$ cat config.mk
export PLATFORM = sky130hd
export DESIGN_NAME = xyz_serial_tx
export DESIGN_NICKNAME = d
export VERILOG_FILES = /design/src/rtl/xyz_serial_tx.sv
export SDC_FILE = /design/constraint.sdc
export NUM_CORES = 1
export LEC_CHECK = 0
export BUFFER_PORTS_ARGS = -buffer_cell sky130_fd_sc_hd__buf_4
export CORE_ASPECT_RATIO = 1.25
export CORE_MARGIN = 4
export CORE_UTILIZATION = 58
export CTS_CLUSTER_SIZE = 30
export DETAILED_ROUTE_END_ITERATION = 8
export GPL_TIMING_DRIVEN = 0
export HOLD_SLACK_MARGIN = 0.12
export PLACE_DENSITY = 0.87
export SLEW_MARGIN = 20
export SYNTH_ARGS = -nofsm -noshare
export SYNTH_HDL_FRONTEND = slang
export SYNTH_SLANG_ARGS = --single-unit
$ cat constraint.sdc
create_clock -name clk -period 2.2 [get_ports clk]
set_input_delay 0 -clock clk [delete_from_list [all_inputs] [get_ports clk]]
set_output_delay 0 -clock clk [all_outputs]
set_load 0.01 [all_outputs]
$ cat src/rtl/xyz_serial_tx.sv
// Serialises valid/ready words MSB-first onto the x/y/z bundle (x=strobe, z=data, y=receiver ready).
// Optional even-parity trailer bit when XYZ_TX_PARITY_EN is defined.
module xyz_serial_tx #(
  parameter int DATA_W     = 8,
  parameter int GAP_CYCLES = 1
) (
  input  logic              clk,
  input  logic              rst_n,
  input  logic              in_valid,
  output logic              in_ready,
  input  logic [DATA_W-1:0] in_data,
  output logic              p_x,
  input  logic              p_y,
  output logic              p_z,
  output logic              busy,
  output logic              done
);

  localparam int CNT_W = $clog2(DATA_W + 1);
  localparam logic [CNT_W-1:0] CNT_LOAD = CNT_W'(DATA_W - 1);
  localparam logic [3:0] GAP_LOAD = (GAP_CYCLES > 0) ? 4'(GAP_CYCLES - 1) : 4'd0;

`ifdef XYZ_TX_PARITY_EN
  typedef enum logic [1:0] {IDLE, SEND, GAP, PAR} state_t;
`else
  typedef enum logic [1:0] {IDLE, SEND, GAP} state_t;
`endif

  state_t            state, state_nxt;
  logic [DATA_W-1:0] sr, sr_nxt;      // bits still to send after the one on p_z
  logic [CNT_W-1:0]  cnt, cnt_nxt;
  logic [3:0]        gap_cnt, gap_cnt_nxt;
  logic              par, par_nxt;
  logic              p_x_nxt, p_z_nxt, busy_nxt, done_nxt;
  logic              frame_end;

  assign in_ready = (state == IDLE);

  always_ff @(posedge clk) begin
    if (!rst_n) begin
      state   <= IDLE;
      sr      <= '0;
      cnt     <= '0;
      gap_cnt <= '0;
      par     <= 1'b0;
      p_x     <= 1'b0;
      p_z     <= 1'b0;
      busy    <= 1'b0;
      done    <= 1'b0;
    end else begin
      state   <= state_nxt;
      sr      <= sr_nxt;
      cnt     <= cnt_nxt;
      gap_cnt <= gap_cnt_nxt;
      par     <= par_nxt;
      p_x     <= p_x_nxt;
      p_z     <= p_z_nxt;
      busy    <= busy_nxt;
      done    <= done_nxt;
    end
  end

  always_comb begin
    state_nxt   = state;
    sr_nxt      = sr;
    cnt_nxt     = cnt;
    gap_cnt_nxt = gap_cnt;
    par_nxt     = par;
    p_x_nxt     = p_x;
    p_z_nxt     = p_z;
    done_nxt    = 1'b0;
    frame_end   = 1'b0;

    case (state)
      IDLE: begin
        if (in_valid) begin
          state_nxt = SEND;
          sr_nxt    = {in_data[DATA_W-2:0], 1'b0};
          cnt_nxt   = CNT_LOAD;
          par_nxt   = ^in_data;
          p_x_nxt   = 1'b1;
          p_z_nxt   = in_data[DATA_W-1];
        end
      end
      SEND: begin
        if (p_y) begin
          if (cnt == '0) begin
`ifdef XYZ_TX_PARITY_EN
            state_nxt = PAR;
            p_z_nxt   = par;
`else
            frame_end = 1'b1;
`endif
          end else begin
            p_z_nxt = sr[DATA_W-1];
            sr_nxt  = {sr[DATA_W-2:0], 1'b0};
            cnt_nxt = cnt - CNT_W'(1);
          end
        end
      end
`ifdef XYZ_TX_PARITY_EN
      PAR: frame_end = p_y;
`endif
      GAP: begin
        if (gap_cnt == 4'd0) state_nxt = IDLE;
        else                 gap_cnt_nxt = gap_cnt - 4'd1;
      end
      default: state_nxt = IDLE;
    endcase

    if (frame_end) begin
      done_nxt = 1'b1;
      p_x_nxt  = 1'b0;
      p_z_nxt  = 1'b0;
      if (GAP_CYCLES > 0) begin
        state_nxt   = GAP;
        gap_cnt_nxt = GAP_LOAD;
      end else begin
        state_nxt = IDLE;
      end
    end

    busy_nxt = (state_nxt != IDLE);
  end

endmodule

==> metrics <==
worst vdd ir 0.560 mV; Seq/Total Area, Yosys 0.412; Via density 6.10; largest area contributor in the netlist dfxtp_1; startpoint types flip-flop; TritonRoute pass-1 iters 4; Reg2Reg Capture Point sr[3]; largest net degree at the start of global routing 12; syn_nets 123; row count 16; worst reg2reg path depth 7; Final Max Slew Viols 0; core footprint 1620 µm²; Fmax 0.580 GHz; Clock Skews 0.00283 ns; R2R Path Start cnt[0]; Slew Limit Headroom 0.603; placed cell count 142; HPWL Detailed 1600 µm; most common cell in the netlist dfxtp_1; Clock H-tree levels 1; antenna violations before repair 0; period utilization 0.784; commonest cells in the netlist dfxtp_1 (21), a211oi_1 (12), a21oi_1 (7), nor2_1 (7); layout cells sized above 1 0.217; area delta synth->final 26.3%; Worst Setup Path Type reg -> reg; gpl congestion 0.851; Setup crit end sr[3]; Synth Register Bits 21; Clock Latency Late Sink 0.30 ns; via count 951; Post-Synthesis Cells 108; Syn Std Cell Area 1020 µm²; cts bufs inserted 3; top post-synthesis cells by area dfxtp_1 (41%), a211oi_1 (8.8%), mux2i_1 (5.9%), ha_1 (3.7%), a21oi_1 (3.4%); slew of the pin with the lowest slew margin 0.594 ns; Final Non-Filler Cells 156; PD cells 638 nW/µm²; Hold Crit Class in -> reg; Max-Cap Viols 0; RSZ-0062 raised after global routing no; CTS tree built; nets 154; top cell type's share of synthesized area 0.412; Fin. Hold Viols 0; CP Max Fanout 10; Max clock buf depth 2; hold buffers post-CTS 10; wire length per cell 15.9 µm; ANT cells 0; R2R setup slack 0.48 ns; drt total wl 2490 µm; status completed; setup TNS 0 ns; syn_area_per_cell 9.45 µm²; Die X 45.5 µm; Initial DRC Count 16; Post-synth EDFFs 0; count of different cell masters after synthesis 34; global route total overflow 0; clk sinks 21; Synth Flop Type dfxtp_1; Worst EP arrival 1.90 ns; CP startpoint cnt[0]; Synth async-reset ratio 0; number of setup buffers added after CTS 0; I/O pin cnt 17; Layout fillers 109; Port Buffer Count 16; Synthesis Warnings 0; Leak Pwr 0.536 nW; # DRC 0; post-route ant nets 0; clock-pin slew on the worst setup and hold paths 0.11 ns; first-pass GRT wire length 4290 µm; worst endpoint required time 2.38 ns; Clock Tree Root clkbuf_4; CP endpoint kind flip-flop; Initial Util 0.630; Post-CTS Resized 0; minimum clock period 1.72 ns; vias in the first global route 926; die height 54.9 µm; final setup violation count 0; Global Route Usage Sum 0.241; die area 2500 µm²; hold path start p_y
-- through the flow --
step	total power [W]	cell area [µm²]	hold slack [ns]	util	setup slack [ns]
after floorplan	0.000564	1020	0.118	-	0.690
after global placement	0.000615	1160	0.252	0.718	0.613
after detailed placement	0.000624	1160	0.262	0.718	0.544
after CTS	0.000819	1290	0.174	0.796	0.504
after global routing	0.000868	1290	0.210	0.796	0.353
final	0.000823	1290	0.181	0.796	0.476
-- area by class of cell --
class / count / area [µm²] / area share
Timing Repair Buffer: 26 / 220 / 0.171
Multi-Input combinational cell: 74 / 529 / 0.410
Buffer: 7 / 48.8 / 0.0378
Tap cell: 18 / 22.5 / 0.0175
Inverter: 6 / 22.5 / 0.0175
Clock buffer: 4 / 26.3 / 0.0204
Sequential cell: 21 / 420 / 0.326
-- kinds of logic after synthesis --
| kind of cell | count (synthesis) | share of synthesized area |
|---|---|---|
| multiplexers | 6 | 0.0588 |
| AO/OA/AOI/OAI | 36 | 0.249 |
| flip-flops | 21 | 0.412 |
| AND/OR/NAND/NOR | 29 | 0.174 |
| adder cells (fa/ha/maj) | 3 | 0.0368 |
| buffers and inverters | 13 | 0.0698 |
-- power by group --
part,total (W),switching (W),internal (W)
Clock,0.000184,0.000113,0.0000706
Sequential,0.000430,0.0000211,0.000409
Combinational,0.000209,0.000108,0.000101
Total,0.000823,0.000242,0.000581
-- placed cells by master, fill, tap and decap left out, types with 3 or more instances in the layout --
cell type      count
a311oi_1           3
clkbuf_4           3
o21ai_0            3
a211oi_1          12
dfxtp_1           21
o211ai_1           3
nand3_1            3
dlygate4sd3_1     10
ha_1               3
a21oi_1            7
mux2i_1            6
nor2_1             7
inv_1              6
buf_4             17
nor3_1             3
-- worst max-delay path, cell delays in order, from the launching register on --
cell and delay [ns]:
dfxtp_1 0.35, inv_1 0.08, ha_1 0.16, or3b_1 0.36
buf_6 0.15, buf_6 0.14, a211oi_1 0.26, a211oi_1 0.09
-- flip-flops by register name, summed over array words and instances (netlist names) --
register	cells
cnt	4
gap_cnt	4
done	1
state	2
p_x	1
sr	7
busy	1
p_z	1
-- worst min path at each step --
stage / cells after the start / end
after floorplan: 1 / state[1]
after global placement: 2 / state[1]
after detailed placement: 2 / state[1]
after CTS: 3 / done
after global routing: 3 / done
final: 3 / done
-- metal layers --
metal | vias to the layer above | track usage | wire (µm)
li1 | 467 | - | -
met1 | 442 | 0.270 | 1050
met2 | 32 | 0.423 | 1270
met3 | 10 | 0.0388 | 80
met4 | 0 | 0.137 | 88
met5 | - | 0 | 0
Note: power is estimated with default switching activity, not from simulation.
